### src/rtl/m_lsu.sv
// Memory-stage load/store unit: turns M-stage load/store requests into valid/ready bus transactions.
// Optional macro LSU_MISALIGN_TRAP_EN: flag and suppress misaligned accesses instead of force-aligning them.
module m_lsu #(
  parameter int ADDR_W = 32
) (
  input  logic              clk,
  input  logic              rst_n,
  input  logic              mem_ren_M,
  input  logic              mem_wen_M,
  input  logic [2:0]        funct3_M,
  input  logic [31:0]       alu_result_M,
  input  logic [31:0]       rs2_data_M,
  output logic              stall_M,
  output logic [31:0]       mem_rdata_M,
  output logic              misalign_M,
  output logic              dmem_valid,
  input  logic              dmem_ready,
  output logic              dmem_we,
  output logic [ADDR_W-1:0] dmem_addr,
  output logic [31:0]       dmem_wdata,
  output logic [3:0]        dmem_wstrb,
  input  logic              dmem_rvalid,
  input  logic [31:0]       dmem_rdata,
  output logic [1:0]        o_dbg_state
);

  // Bus handshake: dmem_valid rises in REQ and holds, with every bus output
  // frozen in registers, until the cycle dmem_ready is sampled high; read data
  // is accepted only on dmem_rvalid while waiting in RESP.
  typedef enum logic [1:0] {S_IDLE, S_REQ, S_RESP, S_DONE} state_t;
  typedef enum logic [1:0] {SZ_BYTE, SZ_HALF, SZ_WORD} size_t;

  state_t            r_state;
  logic [ADDR_W-1:0] r_addr;
  logic              r_we;
  logic [3:0]        r_wstrb;
  logic [31:0]       r_wdata;
  logic [2:0]        r_funct3;
  logic [1:0]        r_off;
  logic [31:0]       r_rdata;

  logic              w_is_store;
  size_t             w_size;
  logic              w_misaligned;
  logic              w_trap;
  logic              w_access;
  logic [1:0]        w_off;
  logic [3:0]        w_wstrb;
  logic [31:0]       w_wdata;
  logic [31:0]       w_shift;
  logic [31:0]       w_load;

  // Store wins when both enables are set; stores treat unknown sizes as word.
  assign w_is_store = mem_wen_M;

  always_comb begin
    w_size = SZ_WORD;
    if (w_is_store) begin
      if (funct3_M == 3'b000)      w_size = SZ_BYTE;
      else if (funct3_M == 3'b001) w_size = SZ_HALF;
    end else begin
      case (funct3_M)
        3'b000, 3'b100: w_size = SZ_BYTE;
        3'b001, 3'b101: w_size = SZ_HALF;
        default:        w_size = SZ_WORD;
      endcase
    end
  end

  assign w_misaligned = ((w_size == SZ_HALF) && alu_result_M[0]) ||
                        ((w_size == SZ_WORD) && (alu_result_M[1:0] != 2'b00));

`ifdef LSU_MISALIGN_TRAP_EN
  assign w_trap     = w_misaligned;
  assign misalign_M = rst_n && (r_state == S_IDLE) && (mem_ren_M || mem_wen_M) && w_misaligned;
`else
  assign w_trap     = 1'b0;
  assign misalign_M = 1'b0;
`endif

  assign w_access = (mem_ren_M || mem_wen_M) && !w_trap;

  always_comb begin
    w_off   = 2'b00;
    w_wstrb = 4'b0000;
    w_wdata = 32'h0;
    case (w_size)
      SZ_BYTE: begin
        w_off   = alu_result_M[1:0];
        w_wstrb = 4'b0001 << w_off;
        w_wdata = {4{rs2_data_M[7:0]}};
      end
      SZ_HALF: begin
        w_off   = {alu_result_M[1], 1'b0};
        w_wstrb = 4'b0011 << w_off;
        w_wdata = {2{rs2_data_M[15:0]}};
      end
      default: begin
        w_off   = 2'b00;
        w_wstrb = 4'b1111;
        w_wdata = rs2_data_M;
      end
    endcase
    if (!w_is_store) begin
      w_wstrb = 4'b0000;
      w_wdata = 32'h0;
    end
  end

  always_ff @(posedge clk or negedge rst_n) begin
    if (!rst_n) begin
      r_state  <= S_IDLE;
      r_addr   <= '0;
      r_we     <= 1'b0;
      r_wstrb  <= 4'b0000;
      r_wdata  <= 32'h0;
      r_funct3 <= 3'b000;
      r_off    <= 2'b00;
      r_rdata  <= 32'h0;
    end else begin
      case (r_state)
        S_IDLE: begin
          if (w_access) begin
            r_addr   <= {alu_result_M[ADDR_W-1:2], 2'b00};
            r_we     <= w_is_store;
            r_wstrb  <= w_wstrb;
            r_wdata  <= w_wdata;
            r_funct3 <= funct3_M;
            r_off    <= w_off;
            r_state  <= S_REQ;
          end
        end
        S_REQ: begin
          if (dmem_ready) r_state <= r_we ? S_DONE : S_RESP;
        end
        S_RESP: begin
          if (dmem_rvalid) begin
            r_rdata <= dmem_rdata;
            r_state <= S_DONE;
          end
        end
        default: r_state <= S_IDLE;
      endcase
    end
  end

  // Lane select from the latched word, then extend per the load's funct3.
  always_comb begin
    w_shift = r_rdata >> {r_off, 3'b000};
    case (r_funct3)
      3'b000:  w_load = {{24{w_shift[7]}}, w_shift[7:0]};
      3'b100:  w_load = {24'h0, w_shift[7:0]};
      3'b001:  w_load = {{16{w_shift[15]}}, w_shift[15:0]};
      3'b101:  w_load = {16'h0, w_shift[15:0]};
      default: w_load = r_rdata;
    endcase
  end

  assign stall_M     = (rst_n && (r_state == S_IDLE) && w_access) ||
                       (r_state == S_REQ) || (r_state == S_RESP);
  assign mem_rdata_M = ((r_state == S_DONE) && !r_we) ? w_load : 32'h0;
  assign dmem_valid  = (r_state == S_REQ);
  assign dmem_we     = r_we;
  assign dmem_addr   = r_addr;
  assign dmem_wdata  = r_wdata;
  assign dmem_wstrb  = r_wstrb;
  assign o_dbg_state = r_state;

endmodule
### config.mk
export PLATFORM = sky130hd
export DESIGN_NAME = m_lsu
export DESIGN_NICKNAME = d
export VERILOG_FILES = /design/src/rtl/m_lsu.sv
export SDC_FILE = /design/constraint.sdc
export NUM_CORES = 1
export LEC_CHECK = 0
export ABC_AREA = 1
export CAP_MARGIN = 20
export CORE_ASPECT_RATIO = 0.6
export CORE_MARGIN = 8
export CORE_UTILIZATION = 40
export DETAILED_ROUTE_END_ITERATION = 6
export GPL_TIMING_DRIVEN = 0
export PLACE_DENSITY = 0.81
export RECOVER_POWER = 25
export SYNTH_ARGS = -nofsm -noshare
export SYNTH_HDL_FRONTEND = slang
export SYNTH_SLANG_ARGS = --single-unit
### constraint.sdc
create_clock -name clk -period 2.17 [get_ports clk]
set_input_delay 0.434 -clock clk [delete_from_list [all_inputs] [get_ports clk]]
set_output_delay 0.434 -clock clk [all_outputs]
set_load 0.01 [all_outputs]
# After elaboration in Yosys (flattened, before gate mapping)
# Index checks and enable logic that the tools add are counted.
# word_totals
register_bits,106
output_inout_bits,106
# op_classes
eq_ne,13
shift,3
muxes,16
reduce_logical,16
# ops
cell,n
case mux 32 bit (4 select lines),1
two-way mux 32 bit,2
case mux 32 bit (2 select lines),1
right shift 32 x 5 -> 16 bit,1
== test 3 bit (second input constant),4
two-way mux 2 bit,6
case mux 2 bit (2 select lines),2
case mux 4 bit (2 select lines),1
== test 3 x 1 -> 1 bit (second input constant),2
logical NOT 3 bit,2
case mux 2 bit (3 select lines),1
== test 2 x 1 -> 1 bit (second input constant),2
== test 2 bit (second input constant),2
logical NOT 2 bit,2
two-way mux 4 bit,1
inequality test 2 bit (second input constant),2
AND reduction 2 bit,2
OR reduction 2 bit,2
left shift 1 x 2 -> 4 bit (first input constant),1
left shift 2 x 2 -> 4 bit (first input constant),1
logical AND 1 bit,3
logical OR 1 bit,3
AND reduction 3 bit,1
inequality test 2 x 1 -> 1 bit (second input constant),1
other kinds (2),2

# Depth between registers and ports, before layout
# Gate-level depths: netlist of run 1.
# depth
word_depth,7
depth_mapped,10
depth_no_buf,8

# Worst setup path after synthesis of run 1
# Ideal clock, no wire load.
# synth_path
path_kind,reg2out
start,"register r_state[0], in the netlist o_dbg_state[0]"
end,output port mem_rdata_M[5]
t_arrival_ns,1.320
required_time_ns,1.736
path_slack_ns,0.416
stages_incl_launch_ff,7
path_buffers,1
path_cell_list,dfrtp_1 -> ha_1 -> nand2_1 -> inv_1 -> buf_2 -> o21ai_0 -> a21oi_1
# synth_between
elab_chain_cells,3
# synth_lines
element,line_no,source
"start, declared",33,state_t r_state;
"start signal, assigned",134,if (dmem_ready) r_state <= r_we ? S_DONE : S_RESP;
== test 2 bit,161,assign mem_rdata_M = ((r_state == S_DONE) && !r_we) ? w_load : 32'h0;
logical AND 1 bit,161,
two-way mux 32 bit,161,
"end, declared",14,"output logic [31:0] mem_rdata_M,"
# No other way between the ends.

# Worst setup path after layout of run 1
# layout_path
start,register r_off[0]
end,output port mem_rdata_M[22]
# layout_between
elab_chain_cells,3
# layout_lines
element,line_no,source
"start, declared",39,logic [1:0] r_off;
"start signal, assigned",129,r_off <= w_off;
right shift 32 x 5 -> 16 bit,149,"w_shift = r_rdata >> {r_off, 3'b000};"
case mux 32 bit (4 select lines),150,case (r_funct3)
two-way mux 32 bit,161,
# No other way between the ends.

==> results of run 1 <==
through the flow:
step	hold WS, ns	setup TNS [ns]
2_1_floorplan	0.138	0
4_1_cts	0.105	-0.277
5_1_grt	0.111	-1.75
3_3_place_gp	0.453	-375.87
6_report	0.0739	-0.0864
3_5_place_dp	0.458	-5.69
timing repair:
action	in CTS	in global routing
setup endpoints to repair	33	32
resized for setup	161	56
setup buffers	16	11
pin swaps	2	12
gates cloned	1	0
power breakdown:
group	leakage (nW)	switching, mW	total, mW	internal (mW)
logic	2.39	3.20	6.34	3.13
registers	1.30	0.747	3.66	2.91
clock network	0.147	0.750	1.65	0.904
state kept, by name, indices dropped and copies added, names as in the netlist:
name / count
dmem_we: 1
dmem_wdata: 32
dmem_wstrb: 4
r_funct3: 3
r_rdata: 32
r_off: 2
o_dbg_state: 2
dmem_addr: 30
metal layers:
| layer | GRT usage [%] | wire (µm) | part of all wire (%) |
|---|---|---|---|
| met5 | 0 | 0 | 0 |
| met4 | 4.30 | 246 | 1.3 |
| met3 | 8.14 | 2120 | 11 |
| met2 | 30.2 | 7600 | 41 |
| met1 | 29.3 | 8440 | 46 |
synthesized netlist by cell type (4+ instances only):
library cell,number
o21ai_1,6
o21ai_0,74
clkbuf_1,10
o22ai_1,8
ha_1,4
buf_2,17
a21oi_1,13
dfrtp_1,106
nor2_1,47
nor2_4,10
nand3_1,26
inv_1,22
o31ai_1,7
mux2_2,28
nand2_1,210
worst max-delay path, cell delays in order, from the launching register on:
cell     delay, ns
dfrtp_1       0.37
buf_6         0.15
inv_8         0.09
nand2_2       0.06
nand3_2       0.06
nand2_2       0.07
nand2_4       0.08
nand3_4       0.08
nand2_8       0.11
buf_12        0.14
buf_12        0.11
nor2_4        0.03
buf_6         0.12
cells by family (layout without fill, tap and decap cells):
logic type / Yosys count / in the layout
simple gates: 299 / 299
compound gates: 112 / 112
flops: 106 / 106
buf+inv: 62 / 314
mux: 28 / 28
fa+ha+maj: 4 / 4
other cells: 1 / 3
layout make-up:
cell class              instances  area, µm²
plain buffers                  35        221
clock buffers                   9        225
clock inverters                 7       73.8
fillers                      1082       4570
inverters                      27        121
multi-input cells             446       2390
flip-flops and latches        106       2650
well taps                     170        213
repair buffers                236       2300
how the worst max path moves through the flow:
stage,startpoint,endpoint,slack (ns),depth (start not counted)
2_1_floorplan,o_dbg_state[0],mem_rdata_M[5],0.42,6
3_3_place_gp,rst_n,stall_M,-3.70,4
3_5_place_dp,mem_wen_M,stall_M,-0.55,7
4_1_cts,r_off[0],mem_rdata_M[25],-0.10,11
5_1_grt,r_off[0],mem_rdata_M[22],-0.16,12
6_report,r_off[0],mem_rdata_M[22],-0.07,12
layout by cell type, fill, tap and decap left out, types with 2 or more instances in the layout:
master	count
nand3_1	22
buf_2	27
a21oi_1	12
ha_1	2
mux2_2	28
nand3_2	4
buf_4	26
o31ai_1	7
nand2_1	201
inv_4	5
nand3_4	2
clkbuf_16	9
nand2_2	8
clkinv_2	2
nor2_4	11
o21ai_1	21
clkdlybuf4s50_1	171
inv_1	17
o21ai_0	59
nand2_4	3
dfrtp_1	106
conb_1	3
dlygate4sd2_1	2
nor2_2	5
inv_6	3
clkbuf_1	9
o22ai_1	8
a21oi_4	2
inv_2	4
buf_6	23
buf_12	3
ha_4	2
clkdlybuf4s15_2	5
nor2_1	41
clkbuf_2	2
==> results.toml, run 1 <==
[logic_synthesis]
yosysTopAreaCell = "dfrtp_1"
synthFlopType = "dfrtp_1"
synth_cells = 612
ys_seq_area_share_pct = 51.0
synth_area_per_cell_um2 = 8.50
synth-xor-area-share_pct = 0
yosys.area.top_type_share_pct = 51.0
synth_cell_type_count = 31
async_flop_share_pct = 100
synthAdderAreaFrac_pct = 0.962
ys_top_cells_by_area = "dfrtp_1 (51%), nand2_1 (15%), o21ai_0 (7.1%)"
synthMuxAreaShare_pct = 6.06
yosysWarnings = 0
synth-seq-cells = 106
netlist_area_um2 = 5200
synth_compound_area_share_pct = 11.7
synth-edff-count = 0
synth_top_family_by_area = "simple AND/OR/NAND/NOR gates"
yosys.area_share.simple_pct = 24.5

[timing]
final_hold_viol_count = 0
skew_ns = 0.00862
fin_crit_sh_pct = 103
tightest_slew_ns = 0.905
setup_viol = 3
slew_headroom_pct = 39.6
clock.fmax_mhz = 447
min_period_ns = 2.24
setup_ws_ns = -0.0692
drv_slew = 0
rsz0062_at_grt = "true"

[hold_path]
worstHoldPathType = "input pin to async pin"

[worst_setup_path]
worstPathMaxFanout = 7
r2r_start = "o_dbg_state[1]"
criticalPathCategory = "flop to output pin"
r2r-end = "r_rdata[10]"
worstRegToRegCells = 6
start_kind = "flop"
rrSetupSlack_ns = 0.23
endpoint_kind = "output pin"
crit_arrival_ns = 1.81
required_ns = 1.74

[clock_network]
ctsHoldBuffers = 0
cts_buffers = 9
cts-root-buf = "clkbuf_16"
htree_levels = 3
cts_tree = "built"
clock_path_buffers = 2
clock_latency_ns = 0.34
cts.sink_count = 106
cts.clk_slew.worst_paths_ns = 0.07

[die]
initial_utilization_pct = 40.7
die_w_um = 163
io-pin-count = 211
fp.dieH_um = 104
coreArea_um2 = 12800
dieArea_um2 = 17000
rows = 32

[drt]
via_per_inst = 4.97
routedWlPerCell_um = 17.8
dr.pass1.iters = 5
drc = 0
drt-initial-drc-count = 353
vias = 5150
ant_nets = 0
wl_um = 18400

[layout]
drive_gt1_share_pct = 21.1
fin_nets = 970
antennaDiodeCount = 0
final_cells = 1036
fin_area_um2 = 8200
synthToLayoutAreaGrowth_pct = 57.7
postLayoutCoreUtil_pct = 64.2

[global_routing]
antenna_found_initial = 0
grt_usage_pct = 21.0
grt_pass1_vias = 5117
grt.overflow.total = 0
grt_pass1_wl_um = 28600
grt_max_degree = 64

[placement]
place_hpwl_um = 13800
gp_congestion = 0.909
io_buffers = 207
pre_cts_slack_ns = -0.549
dp_cells = 992
placed_area_um2 = 7520

[pwr]
ir_worst_vdd_mv = 0.671
powerDensity_nw_per_um2 = 1420
p_leak_nw = 3.84
power_mw = 11.6

[outcome]
status = "complete, but fails checks"
violations = "setup timing"

[flow_run]
maxCapViolCount = 0
Note: power is estimated with default switching activity, not from simulation.
==> run 2: changes to the inputs <==
--- a/config.mk
+++ b/config.mk
@@ -6,10 +6,11 @@
 export NUM_CORES = 1
 export LEC_CHECK = 0
 export ABC_AREA = 1
-export CAP_MARGIN = 20
+export CAP_MARGIN = 15
 export CORE_ASPECT_RATIO = 0.6
 export CORE_MARGIN = 8
 export CORE_UTILIZATION = 40
+export CTS_CLUSTER_DIAMETER = 60
 export DETAILED_ROUTE_END_ITERATION = 6
 export GPL_TIMING_DRIVEN = 0
 export PLACE_DENSITY = 0.81
==> results.toml, run 2 (synthesis results as in run 1) <==
[timing]
slew_headroom_pct = 39.6
setup_tns_ns = -0.0864
drv_slew = 0
min_period_ns = 2.24
tightest_slew_ns = 0.905
clock.fmax_mhz = 447
setup_viol = 3
setup_ws_ns = -0.0692
rsz0062_at_grt = "true"
skew_ns = 0.00862
fin_crit_sh_pct = 103
final_hold_viol_count = 0

[die]
rows = 32
io-pin-count = 211
initial_utilization_pct = 40.7
coreArea_um2 = 12800
dieArea_um2 = 17000
fp.dieH_um = 104
die_w_um = 163

[clock_network]
htree_levels = 3
cts.clk_slew.worst_paths_ns = 0.07
cts_tree = "built"
clock_latency_ns = 0.34
cts.sink_count = 106
cts_buffers = 9
ctsHoldBuffers = 0
cts-root-buf = "clkbuf_16"
clock_path_buffers = 2

[pwr]
ir_worst_vdd_mv = 0.671
power_mw = 11.6
p_leak_nw = 3.84
powerDensity_nw_per_um2 = 1420

[global_routing]
antenna_found_initial = 0
grt.overflow.total = 0
grt_pass1_wl_um = 28600
grt_pass1_vias = 5117
grt_usage_pct = 21.0
grt_max_degree = 64

[layout]
final_cell_mix = "nand2_1 (201), clkdlybuf4s50_1 (171), dfrtp_1 (106)"
fin_nets = 970
final_cells = 1036
mostFrequentLayoutCell = "nand2_1"
synthToLayoutAreaGrowth_pct = 57.7
postLayoutCoreUtil_pct = 64.2
multiInputGateArea_um2 = 2390
ff_latch_area_um2 = 2650
antennaDiodeCount = 0
n_fill_cell = 1082
drive_gt1_share_pct = 21.1

[worst_setup_path]
r2r-end = "r_rdata[10]"
criticalPathCategory = "flop to output pin"
worstPathMaxFanout = 7
rrSetupSlack_ns = 0.23
endpoint_kind = "output pin"
required_ns = 1.74
r2r_start = "o_dbg_state[1]"
start_kind = "flop"
worstRegToRegCells = 6
cp-endpoint = "mem_rdata_M[22]"
setup.worst_path.start = "r_off[0]"
crit_arrival_ns = 1.81

[flow_run]
maxCapViolCount = 0

[drt]
wl_um = 18400
via_per_inst = 4.97
drt-initial-drc-count = 353
vias = 5150
drc = 0
dr.pass1.iters = 5
ant_nets = 0
routedWlPerCell_um = 17.8

[hold_path]
worstHoldPathType = "input pin to async pin"

[outcome]
violations = "setup timing"
status = "complete, but fails checks"

[placement]
io_buffers = 207
gp_congestion = 0.909
place_hpwl_um = 13800
dp_cells = 992
==> run 2: cell counts in the layout (fill, tap and decap cells not counted) <==
Identical to the previous run, type by type.
==> run 2: critical path: stages (launching register included) <==
cell     delay (ns)
dfrtp_1        0.37
buf_6          0.15
inv_8          0.09
nand2_2        0.06
nand3_2        0.06
nand2_2        0.07
nand2_4        0.08
nand3_4        0.08
nand2_8        0.11
buf_12         0.14
buf_12         0.11
nor2_4         0.03
buf_6          0.12
==> run 2: worst min path at each step <==
stage / start / endpoint / slack, ns / depth (start not counted)
global route: rst_n / dmem_addr[20] / 0.11 / 1
CTS: rst_n / dmem_addr[20] / 0.10 / 1
detailed placement: dmem_addr[3] / dmem_addr[3] / 0.46 / 2
floorplan: rst_n / dmem_addr[10] / 0.14 / 0
finish: rst_n / dmem_addr[20] / 0.07 / 1
global placement: dmem_addr[17] / dmem_addr[17] / 0.45 / 2
==> run 2: cell type report <==
cell class                 count  area share [%]
buffer                        35            2.70
clock buffer                   9            2.75
clock inverter                 7           0.900
inverter                      27            1.48
multi-input combinational    446            29.1
sequential                   106            32.4
tap                          170            2.59
timing repair buffer         236            28.1
==> run 2: power breakdown <==
part	switching, mW	internal (mW)	total (mW)
registers	0.747	2.91	3.66
clock network	0.750	0.904	1.65
logic	3.20	3.13	6.34
total	4.70	6.95	11.6
==> run 2: what timing repair did <==
| action | 4_1_cts | 5_1_grt |
|---|---|---|
| gates cloned | 1 | 0 |
| resized for setup | 161 | 56 |
| pin swaps | 2 | 12 |
| setup buffers | 16 | 11 |
| endpoints found under the setup margin | 33 | 32 |
==> run 2: through the flow <==
stage	setup slack [ns]	hold WS, ns	instance area, µm²
2_1_floorplan	0.416	0.138	5210
3_3_place_gp	-3.70	0.453	7490
3_5_place_dp	-0.549	0.458	7520
4_1_cts	-0.100	0.105	8030
5_1_grt	-0.159	0.111	8200
6_report	-0.0692	0.0739	8200
==> run 2: routing by layer <==
metal,up-vias,global-route usage [%],routed length (µm),part of all wire (%)
met5,-,0,0,0
met4,0,4.30,246,1.3
met1,2413,29.3,8440,46
met3,22,8.14,2120,11
met2,226,30.2,7600,41
li1,2489,-,-,-
==> run 3: changes to the inputs <==
--- a/config.mk
+++ b/config.mk
@@ -14,7 +14,7 @@
 export DETAILED_ROUTE_END_ITERATION = 6
 export GPL_TIMING_DRIVEN = 0
 export PLACE_DENSITY = 0.81
-export RECOVER_POWER = 25
+export RECOVER_POWER = 100
 export SYNTH_ARGS = -nofsm -noshare
 export SYNTH_HDL_FRONTEND = slang
 export SYNTH_SLANG_ARGS = --single-unit
==> results.toml, run 3 (synthesis results as in run 1) <==
[die]
io-pin-count = 211
rows = 32
dieArea_um2 = 17000
fp.dieH_um = 104
initial_utilization_pct = 40.7
coreArea_um2 = 12800
die_w_um = 163

[placement]
placed_area_um2 = 7520
gp_congestion = 0.909
place_hpwl_um = 13800
io_buffers = 207
pre_cts_slack_ns = -0.549

[layout]
n_fill_cell = 1091
postLayoutCoreUtil_pct = 63.9
multiInputGateArea_um2 = 2370
mostFrequentLayoutCell = "nand2_1"
fin_area_um2 = 8170
fin_nets = 970
antennaDiodeCount = 0
synthToLayoutAreaGrowth_pct = 57.1
ff_latch_area_um2 = 2650
drive_gt1_share_pct = 20.3
final_cell_mix = "nand2_1 (202), dfrtp_1 (106), clkdlybuf4s50_1 (103)"

[pwr]
p_leak_nw = 3.91
power.share.clock_pct = 14.6
internal-power_mw = 6.71
power_mw = 11.4
p_sw_share_pct = 41.1
power.switching_mw = 4.67
seq_power_share_pct = 31.9
pwr-share-comb_pct = 53.5
powerDensity_nw_per_um2 = 1390
ir_worst_vdd_mv = 0.629

[outcome]
violations = "setup timing"
status = "complete, but fails checks"

[drt]
drt-initial-drc-count = 371
ant_nets = 0
routedWlPerCell_um = 17.8
via_per_inst = 4.99
wl_um = 18400
vias = 5168
dr.pass1.iters = 5
drc = 0

[clock_network]
ctsHoldBuffers = 0
cts_buffers = 9
htree_levels = 3
clock_latency_ns = 0.34
cts-root-buf = "clkbuf_16"
cts_tree = "built"
clock_path_buffers = 2
cts.clk_slew.worst_paths_ns = 0.07
cts.sink_count = 106

[timing]
min_period_ns = 2.24
skew_ns = 0.00680
final_hold_viol_count = 0
rsz0062_at_grt = "true"
setup_tns_ns = -0.126
clock.fmax_mhz = 447
fin_crit_sh_pct = 103
drv_slew = 0
slew_headroom_pct = 40.1
setup_ws_ns = -0.0674
tightest_slew_ns = 0.898
setup_viol = 4

[global_routing]
grtUsageMet1_pct = 29.3
grt.overflow.total = 0
grt_usage_pct = 21.0
gr-usage-met2_pct = 30.2
antenna_found_initial = 0
busiest_layer = "met2"
grt_max_degree = 64
grt_pass1_vias = 5117
use_met3_pct = 8.14
grt_pass1_wl_um = 28600

[worst_setup_path]
worstPathMaxFanout = 7
endpoint_kind = "output pin"
crit_arrival_ns = 1.80
required_ns = 1.74
start_kind = "flop"
criticalPathCategory = "flop to output pin"

[flow_run]
maxCapViolCount = 0

[hold_path]
worstHoldPathType = "input pin to async pin"
[run 3: timing repair]
item / in CTS / in global routing
resized for setup: 161 / 56
setup buffers: 16 / 11
pin swaps: 2 / 12
gates cloned: 1 / 0
endpoints found under the hold margin: 0 / 0
endpoints found under the setup margin: 33 / 32
[run 3: final cells by class]
class / count / area share [%]
Buffer: 35 / 2.70
Clock buffer: 9 / 2.76
Clock inverter: 7 / 0.904
Inverter: 27 / 1.49
Multi-Input combinational cell: 446 / 29.1
Sequential cell: 106 / 32.5
Tap cell: 170 / 2.60
Timing Repair Buffer: 236 / 28.0
[run 3: metal layers]
metal,share of wire (%),vias to the layer above
met5,0,-
met4,1.3,0
met3,12,22
met2,41,233
met1,46,2428
li1,-,2485
[run 3: metrics by stage]
stage | instances | hold slack [ns]
final | 1036 | 0.0749
after global routing | 1036 | 0.111
after CTS | 1025 | 0.105
after detailed placement | 992 | 0.458
after global placement | 991 | 0.453
after floorplan | 614 | 0.138
[run 3: worst paths after layout]
kind | from | endpoint | slack, ns | cells after the start
min in group clk | dmem_addr[9] | dmem_addr[9] | 0.47 | 2
setup reg to reg | o_dbg_state[1] | r_rdata[10] | 0.06 | 6
hold / removal | rst_n | dmem_addr[20] | 0.07 | 1
setup / recovery | r_off[0] | mem_rdata_M[22] | -0.07 | 12
max in group asynchronous | rst_n | dmem_wdata[9] | 0.74 | 2
hold reg to reg | dmem_addr[9] | dmem_addr[9] | 0.47 | 2
[run 3: power groups by stage]
stage	Clock, mW	Sequential, mW	Combinational (mW)
after CTS	1.69	3.61	5.95
after global placement	0	3.61	5.47
after detailed placement	0	3.63	5.57
after floorplan	0	3.73	2.71
final	1.66	3.63	6.09
after global routing	1.78	3.73	6.68
[run 3: worst max-delay path, stage by stage (launching register included)]
cell and delay (ns):
dfrtp_1 0.37, buf_6 0.15, inv_8 0.09, nand2_2 0.06, nand3_2 0.06, nand2_2 0.07
nand2_4 0.08, nand3_4 0.08, nand2_8 0.11, buf_12 0.14, buf_12 0.11, nor2_4 0.03
buf_6 0.12
